[config.mk]
export PLATFORM = sky130hd
export DESIGN_NAME = exe_pip1
export DESIGN_NICKNAME = d
export VERILOG_FILES = /design/src/rtl/exe_pip1_pkg.sv /design/src/rtl/mul_seq.sv /design/src/rtl/exe_pip1.sv
export SDC_FILE = /design/constraint.sdc
export NUM_CORES = 1
export LEC_CHECK = 0
export CORE_MARGIN = 2
export CORE_UTILIZATION = 53
export CTS_CLUSTER_DIAMETER = 60
export DETAILED_ROUTE_END_ITERATION = 12
export PLACE_DENSITY = 0.83
export SLEW_MARGIN = 40
export SYNTH_ARGS = -nofsm -noshare
export SYNTH_HDL_FRONTEND = slang
export SYNTH_SLANG_ARGS = --single-unit
[constraint.sdc]
create_clock -name clk -period 10.07 [get_ports clk]
set_input_delay 2.014 -clock clk [delete_from_list [all_inputs] [get_ports clk]]
set_output_delay 2.014 -clock clk [all_outputs]
set_load 0.02 [all_outputs]
[src/rtl/exe_pip1_pkg.sv]
// Shared micro-op codes and FSM state type for the pipeline-1 execute stage.
package exe_pip1_pkg;

  localparam logic [5:0] UOP_ADD   = 6'd0;
  localparam logic [5:0] UOP_SUB   = 6'd1;
  localparam logic [5:0] UOP_AND   = 6'd2;
  localparam logic [5:0] UOP_OR    = 6'd3;
  localparam logic [5:0] UOP_XOR   = 6'd4;
  localparam logic [5:0] UOP_SLT   = 6'd5;
  localparam logic [5:0] UOP_SLTU  = 6'd6;
  localparam logic [5:0] UOP_SLL   = 6'd7;
  localparam logic [5:0] UOP_SRL   = 6'd8;
  localparam logic [5:0] UOP_SRA   = 6'd9;
  localparam logic [5:0] UOP_ADDI  = 6'd10;
  localparam logic [5:0] UOP_LUI   = 6'd11;
  localparam logic [5:0] UOP_AUIPC = 6'd12;
  localparam logic [5:0] UOP_JAL   = 6'd13;
  localparam logic [5:0] UOP_BEQ   = 6'd14;
  localparam logic [5:0] UOP_BNE   = 6'd15;
  localparam logic [5:0] UOP_MUL   = 6'd16;
  localparam logic [5:0] UOP_NOP   = 6'h3F;

  typedef enum logic {
    IDLE,
    MUL
  } state_e;

endpackage

[src/rtl/mul_seq.sv]
// Iterative shift-add multiplier: one multiplier bit per cycle, the low Width bits of a*b
// are presented on product_o in the same cycle done_o is high.
module mul_seq #(
  parameter int unsigned Width = 32,
  parameter int unsigned Iter  = 32
) (
  input  logic             clk_i,
  input  logic             rst_ni,
  input  logic             clear_i,
  input  logic             start_i,
  input  logic [Width-1:0] a_i,
  input  logic [Width-1:0] b_i,
  output logic             done_o,
  output logic [Width-1:0] product_o
);

  localparam int unsigned CntW = $clog2(Iter);

  logic [Width-1:0] mcand_q, mplier_q, acc_q, acc_d;
  logic [CntW-1:0]  cnt_q;
  logic             run_q;

  // The final step's sum is exposed directly so the product can be consumed on the last edge.
  always_comb begin
    acc_d     = acc_q + (mplier_q[0] ? mcand_q : '0);
    done_o    = run_q && (cnt_q == CntW'(Iter - 1));
    product_o = acc_d;
  end

  always_ff @(posedge clk_i or negedge rst_ni) begin
    if (!rst_ni) begin
      mcand_q  <= '0;
      mplier_q <= '0;
      acc_q    <= '0;
      cnt_q    <= '0;
      run_q    <= 1'b0;
    end else if (clear_i) begin
      run_q <= 1'b0;
    end else if (start_i) begin
      mcand_q  <= a_i;
      mplier_q <= b_i;
      acc_q    <= '0;
      cnt_q    <= '0;
      run_q    <= 1'b1;
    end else if (run_q) begin
      acc_q    <= acc_d;
      mcand_q  <= mcand_q << 1;
      mplier_q <= mplier_q >> 1;
      cnt_q    <= cnt_q + CntW'(1);
      if (done_o) run_q <= 1'b0;
    end
  end

endmodule

[src/rtl/exe_pip1.sv]
// Pipeline-1 execute stage: E register, single-cycle ALU/branch resolve, iterative multiply,
// and a registered W stage broadcasting results back to the reservation station.
module exe_pip1
  import exe_pip1_pkg::*;
#(
  parameter int unsigned W_PD_UOPS  = 6,
  parameter int unsigned W_PD_DATA  = 32,
  parameter int unsigned W_PA_REG   = 5,
  parameter int unsigned W_AA_INSTR = 32,
  parameter int unsigned MUL_ITER   = 32
) (
  input  logic                  clk,
  input  logic                  rst_n,
  input  logic [W_PD_UOPS-1:0]  DFI_PD_uops,
  input  logic [W_PD_DATA-1:0]  DFI_PD_rs,
  input  logic [W_PD_DATA-1:0]  DFI_PD_rt,
  input  logic [W_PD_DATA-1:0]  DFI_PD_imm,
  input  logic [W_AA_INSTR-1:0] DFI_AA_pc,
  input  logic [W_PA_REG-1:0]   DFI_PA_rd,
  input  logic                  CFI_PC_clear,
  output logic                  CFO_PC_busy,
  output logic [W_PD_DATA-1:0]  CDO_PD_upt,
  output logic [W_PA_REG-1:0]   CDO_PA_upt,
  output logic                  CDO_PC_upv,
  output logic                  CFO_PC_redirect,
  output logic [W_AA_INSTR-1:0] DFO_AA_target
);

  state_e                state_q;
  logic                  e_vld_q;
  logic [W_PD_UOPS-1:0]  e_uops_q;
  logic [W_PD_DATA-1:0]  e_rs_q, e_rt_q, e_imm_q;
  logic [W_AA_INSTR-1:0] e_pc_q;
  logic [W_PA_REG-1:0]   e_rd_q;

  logic                  upv_q, redir_q;
  logic [W_PD_DATA-1:0]  upt_q;
  logic [W_PA_REG-1:0]   pa_q;
  logic [W_AA_INSTR-1:0] target_q;

  logic [5:0]            op;
  logic                  busy, accept, mul_start, single, mul_done;
  logic [W_PD_DATA-1:0]  mul_prod, res_d;
  logic [W_AA_INSTR-1:0] target_d;
  logic                  wr_d, taken_d;
  logic [4:0]            shamt;

  assign op        = 6'(e_uops_q);
  assign busy      = (state_q == MUL) || (e_vld_q && op == UOP_MUL);
  assign accept    = (DFI_PD_uops != {W_PD_UOPS{1'b1}}) && !busy && !CFI_PC_clear;
  assign mul_start = (state_q == IDLE) && e_vld_q && (op == UOP_MUL);
  assign single    = (state_q == IDLE) && e_vld_q && (op != UOP_MUL);
  assign shamt     = e_rt_q[4:0];
  assign target_d  = e_pc_q + W_AA_INSTR'(e_imm_q);

  always_comb begin
    res_d   = '0;
    wr_d    = 1'b1;
    taken_d = 1'b0;
    case (op)
      UOP_ADD:   res_d = e_rs_q + e_rt_q;
      UOP_SUB:   res_d = e_rs_q - e_rt_q;
      UOP_AND:   res_d = e_rs_q & e_rt_q;
      UOP_OR:    res_d = e_rs_q | e_rt_q;
      UOP_XOR:   res_d = e_rs_q ^ e_rt_q;
      UOP_SLT:   res_d = W_PD_DATA'($signed(e_rs_q) < $signed(e_rt_q));
      UOP_SLTU:  res_d = W_PD_DATA'(e_rs_q < e_rt_q);
      UOP_SLL:   res_d = e_rs_q << shamt;
      UOP_SRL:   res_d = e_rs_q >> shamt;
      UOP_SRA:   res_d = $unsigned($signed(e_rs_q) >>> shamt);
      UOP_ADDI:  res_d = e_rs_q + e_imm_q;
      UOP_LUI:   res_d = e_imm_q;
      UOP_AUIPC: res_d = W_PD_DATA'(e_pc_q) + e_imm_q;
      UOP_JAL: begin
        res_d   = W_PD_DATA'(e_pc_q + W_AA_INSTR'(32'd4));
        taken_d = 1'b1;
      end
      UOP_BEQ: begin
        wr_d    = 1'b0;
        taken_d = (e_rs_q == e_rt_q);
      end
      UOP_BNE: begin
        wr_d    = 1'b0;
        taken_d = (e_rs_q != e_rt_q);
      end
      default:   wr_d = 1'b0;
    endcase
  end

  mul_seq #(
    .Width (W_PD_DATA),
    .Iter  (MUL_ITER)
  ) u_mul_seq (
    .clk_i     (clk),
    .rst_ni    (rst_n),
    .clear_i   (CFI_PC_clear),
    .start_i   (mul_start),
    .a_i       (e_rs_q),
    .b_i       (e_rt_q),
    .done_o    (mul_done),
    .product_o (mul_prod)
  );

  always_ff @(posedge clk or negedge rst_n) begin
    if (!rst_n) begin
      state_q  <= IDLE;
      e_vld_q  <= 1'b0;
      e_uops_q <= '0;
      e_rs_q   <= '0;
      e_rt_q   <= '0;
      e_imm_q  <= '0;
      e_pc_q   <= '0;
      e_rd_q   <= '0;
      upv_q    <= 1'b0;
      redir_q  <= 1'b0;
      upt_q    <= '0;
      pa_q     <= '0;
      target_q <= '0;
    end else if (CFI_PC_clear) begin
      state_q <= IDLE;
      e_vld_q <= 1'b0;
      upv_q   <= 1'b0;
      redir_q <= 1'b0;
    end else begin
      upv_q   <= 1'b0;
      redir_q <= 1'b0;
      case (state_q)
        IDLE: if (mul_start) state_q <= MUL;
        MUL: begin
          if (mul_done) begin
            state_q <= IDLE;
            e_vld_q <= 1'b0;
            upv_q   <= (e_rd_q != '0);
            upt_q   <= mul_prod;
            pa_q    <= e_rd_q;
          end
        end
        default: state_q <= IDLE;
      endcase
      if (single) begin
        e_vld_q <= 1'b0;
        upv_q   <= wr_d && (e_rd_q != '0);
        if (wr_d && (e_rd_q != '0)) begin
          upt_q <= res_d;
          pa_q  <= e_rd_q;
        end
        redir_q <= taken_d;
        if (taken_d) target_q <= target_d;
      end
      // Only reachable when E is empty or draining a single-cycle op this same edge.
      if (accept) begin
        e_vld_q  <= 1'b1;
        e_uops_q <= DFI_PD_uops;
        e_rs_q   <= DFI_PD_rs;
        e_rt_q   <= DFI_PD_rt;
        e_imm_q  <= DFI_PD_imm;
        e_pc_q   <= DFI_AA_pc;
        e_rd_q   <= DFI_PA_rd;
      end
    end
  end

  assign CFO_PC_busy     = busy;
  assign CDO_PD_upt      = upt_q;
  assign CDO_PA_upt      = pa_q;
  assign CDO_PC_upv      = upv_q;
  assign CFO_PC_redirect = redir_q;
  assign DFO_AA_target   = target_q;

endmodule

==> impl_metrics.tcl, run 1 <==
set metrics [dict create \
    critPathArrivalTime_ns 3.20 \
    vias 26500 \
    wl_um 107000 \
    via_per_inst 6.79 \
    finClkSkew_ns 0.0321 \
    core.rowCount 82 \
    dieArea_sq_mm 0.0526 \
    setup_viol 0 \
    drive_gt1_frac 0.126 \
    port_buffers 213 \
    cts_buffers 40 \
    drt_pre_antenna_iters 7 \
    syn_area_sq_mm 0.0269 \
    holdPathStages 2 \
    clk_pin_slew_worst_paths_ns 0.06 \
    ioPinCount 214 \
    tightest_slew_ns 0.969 \
    rsz0062_at_grt "false" \
    min_from "CDO_PA_upt[2]" \
    critPathSlowestCell "or4b_2" \
    fin_cells 3900 \
    finalSetupTns_ns 0 \
    fin_nets 3545 \
    leakagePower_nw 13.2 \
    critPathMaxStageDelay_ns 0.73 \
    seq_area_frac_synth 0.292 \
    rrSetupSlack_ns 5.12 \
    gr-total-overflow 0 \
    peakVddDrop_mv 0.188 \
    globalplace.congestion 1.04 \
    synth.area.top_cells "dfrtp_1 29%, ha_1 9.3%, mux2_2 8.4%" \
    cts.sink_count 314 \
    worstReg2RegEnd "CDO_PD_upt[30]" \
    postRouteAntennaNets 0 \
    drv_slew 0 \
    synth_area_per_cell_sq_um 8.71 \
    end_kind "output port" \
    dieWidth_um 229 \
    min_to "CDO_PA_upt[2]" \
    cts_tree "built" \
    avgRoutedWirePerCell_um 27.4 \
    dpl.cell_count 3829 \
    cts_buffer_depth 3 \
    required_ns 8.06 \
    hold_viol_final 0 \
    cts_setup_buffers 0 \
    synth_top_area_cell "dfrtp_1" \
    antenna_found_initial 1 \
    startpoint_type "flip-flop" \
    fin_util 0.615 \
    reg2reg_depth 15 \
    place_ws_ns 4.90 \
    cts.root.buffer_cell "clkbuf_16" \
    crit_type "reg2out" \
    dp_hpwl_um 80300 \
    reg2reg_from "e_uops_q[0]" \
    hold_class "reg2reg" \
    timing.final.ws_setup_ns 4.86 \
    netlist_instances 3091 \
    drtIter0Drc 3372 \
    synth_ff_type "dfrtp_1" \
    grt_max_degree 104 \
    ys_ff_latch 314 \
    area_growth_pct 14.6 \
    synth_async_sr_flop_share 1.00 \
    grt_pass1_vias 25100 \
    grt_pass1_wl_um 159000 \
    slew-limit-headroom 0.354 \
    synth_edf_count 0 \
    run_status "finished, final reports clean" \
    path_buf_inv 1 \
    post-route-period-util 0.518 \
    clkLatencyLatePin_ns 0.58 \
    cp_top_family "simple AND/OR/NAND/NOR gates" \
    powerDensity_mw_per_mm2 229 \
    core_sq_mm 0.0502 \
    ctsHtreeMaxLevel 2 \
    worstPathMaxFanout 16 \
    path_cells "or4b_2, nor3_1, a21o_1, clkdlybuf4s50_1" \
    max_freq_mhz 192 \
    initial_core_util 0.537 \
    synth_top_area_frac 0.292 \
    syn-num-nets 3437 \
    ctsResizeCount 0 \
    synth_cell_types 92 \
    die_h_um 229 \
    cts_hold_buf 0 \
    gr-usage-all-layers 0.399 \
    min_period_ns 5.21 \
    drc 0 \
    drv_cap 0 \
    yosys_warnings 0 \
]
worst min-delay path, stage by stage, from the launching register on:
cell and delay (ns):
dfrtp_1 0.35, nand2_1 0.05, nand2_1 0.06
state kept, by name (all words and copies together) (netlist names):
| register | cells |
|---|---|
| state_q | 1 |
| u_mul_seq.acc_q | 32 |
| CDO_PA_upt | 5 |
| e_rd_q | 5 |
| u_mul_seq.cnt_q | 5 |
| CDO_PC_upv | 1 |
| e_uops_q | 6 |
| u_mul_seq.mplier_q | 32 |
| u_mul_seq.run_q | 1 |
| DFO_AA_target | 32 |
| CFO_PC_redirect | 1 |
| CDO_PD_upt | 32 |
| e_rt_q | 32 |
| u_mul_seq.mcand_q | 32 |
| e_pc_q | 32 |
| e_vld_q | 1 |
| e_rs_q | 32 |
| e_imm_q | 32 |
cell usage after synthesis (all sizes together) (12+ instances only):
cell type / number
a22o: 36
and2: 49
a31oi: 90
xor2: 44
nand2b: 27
xnor2: 80
o21ai: 150
mux4: 38
nor3: 50
nand4: 27
nor2b: 19
buf: 73
mux2i: 61
o2111ai: 18
mux2: 202
nor2: 247
a21oi: 164
nand3: 60
o21a: 21
a211oi: 47
a21o: 66
ha: 200
and3: 28
nand2: 396
o22ai: 23
o21bai: 13
o211ai: 46
a211o: 14
nor4: 16
clkbuf: 126
o221ai: 12
dfrtp: 314
or3: 12
a221oi: 28
a22oi: 28
inv: 112
layout make-up:
cell class / instances / area, sq um
Tap cell: 672 / 841
Clock inverter: 16 / 144
Multi-Input combinational cell: 2465 / 17800
Clock buffer: 53 / 1150
Antenna cell: 2 / 5.00
Timing Repair Buffer: 265 / 2600
Inverter: 113 / 424
Sequential cell: 314 / 7870
Fill cell: 4281 / 19300
per-stage QoR:
step                total power, mW  hold WS (ns)  cell area, sq um
CTS                            6.94         0.484             30800
detailed placement             5.47         0.468             29500
floorplan                      4.24         0.447             26900
finish                         7.07         0.485             30900
global placement               5.42         0.463             29500
global route                   7.40         0.521             30900
power breakdown:
group	total (mW)	internal (mW)	switching [mW]	leakage (nW)
Combinational	3.60	1.45	2.14	8.85
Sequential	2.04	1.61	0.430	3.75
Clock	1.44	0.836	0.603	0.636
Total	7.07	3.89	3.18	13.2
per-layer routing:
metal,GRT usage,vias up,wire length (um)
met2,0.584,1810,44700
met3,0.107,325,13400
li1,-,11600,-
met5,0,-,40
met4,0.191,2,5920
met1,0.545,12800,42600
layout by cell type (no fill, tap or decap), types with 28 or more instances in the layout:
master           Yosys  layout
a21o_1              66      66
a31oi_1             90      90
xnor2_1             80      80
o21ai_0            144     144
nor2_1             245     241
dfrtp_1            314     309
nor3_1              49      45
mux2i_1             61      61
and3_1              28      28
mux4_2              38      38
buf_4               17      44
inv_1              112     112
xor2_1              44      44
clkbuf_16            0      41
nand2_1            396     395
nand3_1             60      60
clkdlybuf4s50_1      0     212
ha_1               200     200
a22o_1              36      36
o211ai_1            46      46
mux2_2             202     202
a211oi_1            46      46
a21oi_1            163     163
and2_1              49      48
logic make-up after synthesis:
logic type | Yosys count | synth area share
compound gates | 854 | 0.217
fa+ha+maj | 204 | 0.0959
mux | 301 | 0.139
simple gates | 982 | 0.168
flops | 314 | 0.292
xor+xnor | 124 | 0.0403
buf+inv | 312 | 0.0482
worst max-delay path by stage:
stage	startpoint	depth (start not counted)	endpoint
after floorplan	e_uops_q[2]	17	CDO_PD_upt[30]
after global placement	e_uops_q[2]	15	CDO_PD_upt[30]
after detailed placement	e_uops_q[2]	15	CDO_PD_upt[30]
after CTS	e_uops_q[1]	4	CFO_PC_busy
after global routing	e_uops_q[1]	4	CFO_PC_busy
final	e_uops_q[1]	4	CFO_PC_busy
Note: power is estimated with default switching activity, not from simulation.
==> inputs of run 2 (changes only) <==
Settings changed: PLACE_DENSITY 0.83 to 0.86.
Clock period 10.07 ns to 4.7 ns, I/O delays scaled along.
==> run 2 against run 1 <==
  * Sequential cell count did not move
  * First-iteration DRC count rose by 4.7%
  * Sequential power rose by 110%
  * Highest routed layer unchanged
  * Sequential share of layout area fell by 0.50 points
  * Utilization rose by 1.2 points
  * Power rose by 120%
  * Largest power group unchanged
  * Clock skew fell by 0.0081 ns
==> impl_metrics.tcl, run 2 (synthesized netlist as in run 1, its figures left out) <==
set metrics [dict create \
    run_status "finished, final reports clean" \
    critPathArrivalTime_ns 4.77 \
    max_freq_mhz 229 \
    ctsHtreeMaxLevel 2 \
    seqPwrFrac 0.275 \
    drive_gt1_frac 0.143 \
    vias 26600 \
    cts_setup_buffers 0 \
    post-route-period-util 0.929 \
    tightest_slew_ns 0.945 \
    clkPwrFrac 0.204 \
    cts.root.buffer_cell "clkbuf_16" \
    wl_um 108000 \
    clkLatencyLatePin_ns 0.57 \
    required_ns 5.11 \
    cts_tree "built" \
    worstPathMaxFanout 32 \
    dieArea_sq_mm 0.0526 \
    slew-limit-headroom 0.364 \
    grt_max_degree 140 \
    p_comb_frac 0.520 \
    globalplace.congestion 1.06 \
    postRouteAntennaNets 0 \
    ioPinCount 214 \
    via_per_inst 6.70 \
    min_period_ns 4.37 \
    die_h_um 229 \
    grt_pass1_vias 25300 \
    dieWidth_um 229 \
    end_kind "flip-flop" \
    place_ws_ns 0.245 \
    critPathMaxStageDelay_ns 0.53 \
    final_common_cell "nand2_1" \
    drv_slew 0 \
    drv_cap 0 \
    whs_ns 0.288 \
    area_growth_pct 16.9 \
    finClkSkew_ns 0.0240 \
    cts.sink_count 314 \
    path_cells "nor4b_2, nand2b_1, buf_12, mux2_2, ha_1, a21o_1, a211oi_1, or4b_1, nand2_1, o21ai_0, xnor2_1, nor2_1, a2111oi_1, buf_4, o221ai_1" \
    gr-total-overflow 0 \
    antenna_found_initial 1 \
    startpoint_type "flip-flop" \
    reg2reg_depth 15 \
    final_cell_mix "395 x nand2_1, 310 x dfrtp_1, 240 x nor2_1" \
    peakVddDrop_mv 0.362 \
    leakagePower_nw 13.6 \
    drtIter0Drc 3531 \
    p_int_mw 8.53 \
    setup_viol 0 \
    gr-usage-all-layers 0.405 \
    avgRoutedWirePerCell_um 27.3 \
    power.switching_fraction 0.441 \
    dp_hpwl_um 82700 \
    cts_buffer_depth 3 \
    hold_class "in2async" \
    critPathSlowestCell "or4b_1" \
    antenna_cells 0 \
    core.rowCount 82 \
    clk_pin_slew_worst_paths_ns 0.06 \
    fin_nets 3614 \
    drc 0 \
    hold_viol_final 0 \
    drt_pre_antenna_iters 8 \
    crit_type "reg2reg" \
    cts_buffers 39 \
    port_buffers 213 \
    initial_core_util 0.537 \
    core_sq_mm 0.0502 \
    grt_pass1_wl_um 162000 \
    timing.final.ws_setup_ns 0.335 \
    powerDensity_mw_per_mm2 485 \
    switchingPower_mw 6.73 \
]
==> run 2: path summary, 6_finish.rpt <==
check	startpoint	to	slack [ns]
min reg2reg	CDO_PA_upt[2]	CDO_PA_upt[2]	0.48
min	rst_n	u_mul_seq.mcand_q[15]	0.29
max reg2reg	e_uops_q[2]	CDO_PD_upt[23]	0.33
min in group clk	CDO_PA_upt[2]	CDO_PA_upt[2]	0.48
max in group asynchronous	rst_n	e_pc_q[20]	3.38
max	e_uops_q[2]	CDO_PD_upt[23]	0.33
==> run 2: stage by stage <==
step	utilization	power, mW	area [sq um]	std cells	TNS [ns]
6_report	0.627	15.3	31500	3969	0
3_3_place_gp	0.599	11.7	30100	3896	0
2_1_floorplan	-	9.08	26900	3091	0
4_1_cts	0.626	15.0	31400	3967	0
3_5_place_dp	0.600	11.8	30100	3897	0
5_1_grt	0.627	16.0	31500	3969	-0.00154
==> run 2: repair_timing <==
item / in CTS / in global routing
setup endpoints to repair: 0 / 3
gates resized for setup: 0 / 3
hold buffers: 0 / 0
==> run 2: power groups by stage <==
stage               clock (mW)  combinational (mW)  sequential [mW]
floorplan                    0                4.88             4.19
global route              3.27                8.49             4.26
finish                    3.12                7.94             4.20
CTS                       3.15                7.68             4.16
detailed placement           0                7.61             4.18
global placement             0                7.51             4.17
==> run 2: area by class of cell <==
cell class | count | area (sq um)
clock buffers | 57 | 1160
clock inverters | 13 | 169
fillers | 4131 | 18700
inverters | 113 | 424
multi-input cells | 2465 | 17800
flip-flops and latches | 314 | 7870
well taps | 672 | 841
repair buffers | 335 | 3190
==> run 2: worst max-delay path, delay by kind of cell (launching register included) <==
kind | cells | cell delay (ns)
DFF | 1 | 0.39
muxes | 1 | 0.31
and+or+nand+nor | 5 | 1.36
AOI/OAI and AO/OA | 5 | 1.14
adders and majority gates | 1 | 0.30
buffers and inverters | 2 | 0.42
xor gates and xnor gates | 1 | 0.24
==> run 2: metal layers <==
layer  vias up  track usage  routed length [um]
met5         -            0                  38
li1      11700            -                   -
met1     12900        0.552               43400
met4         4        0.186                5780
met3       285        0.106               12900
met2      1707        0.603               46300
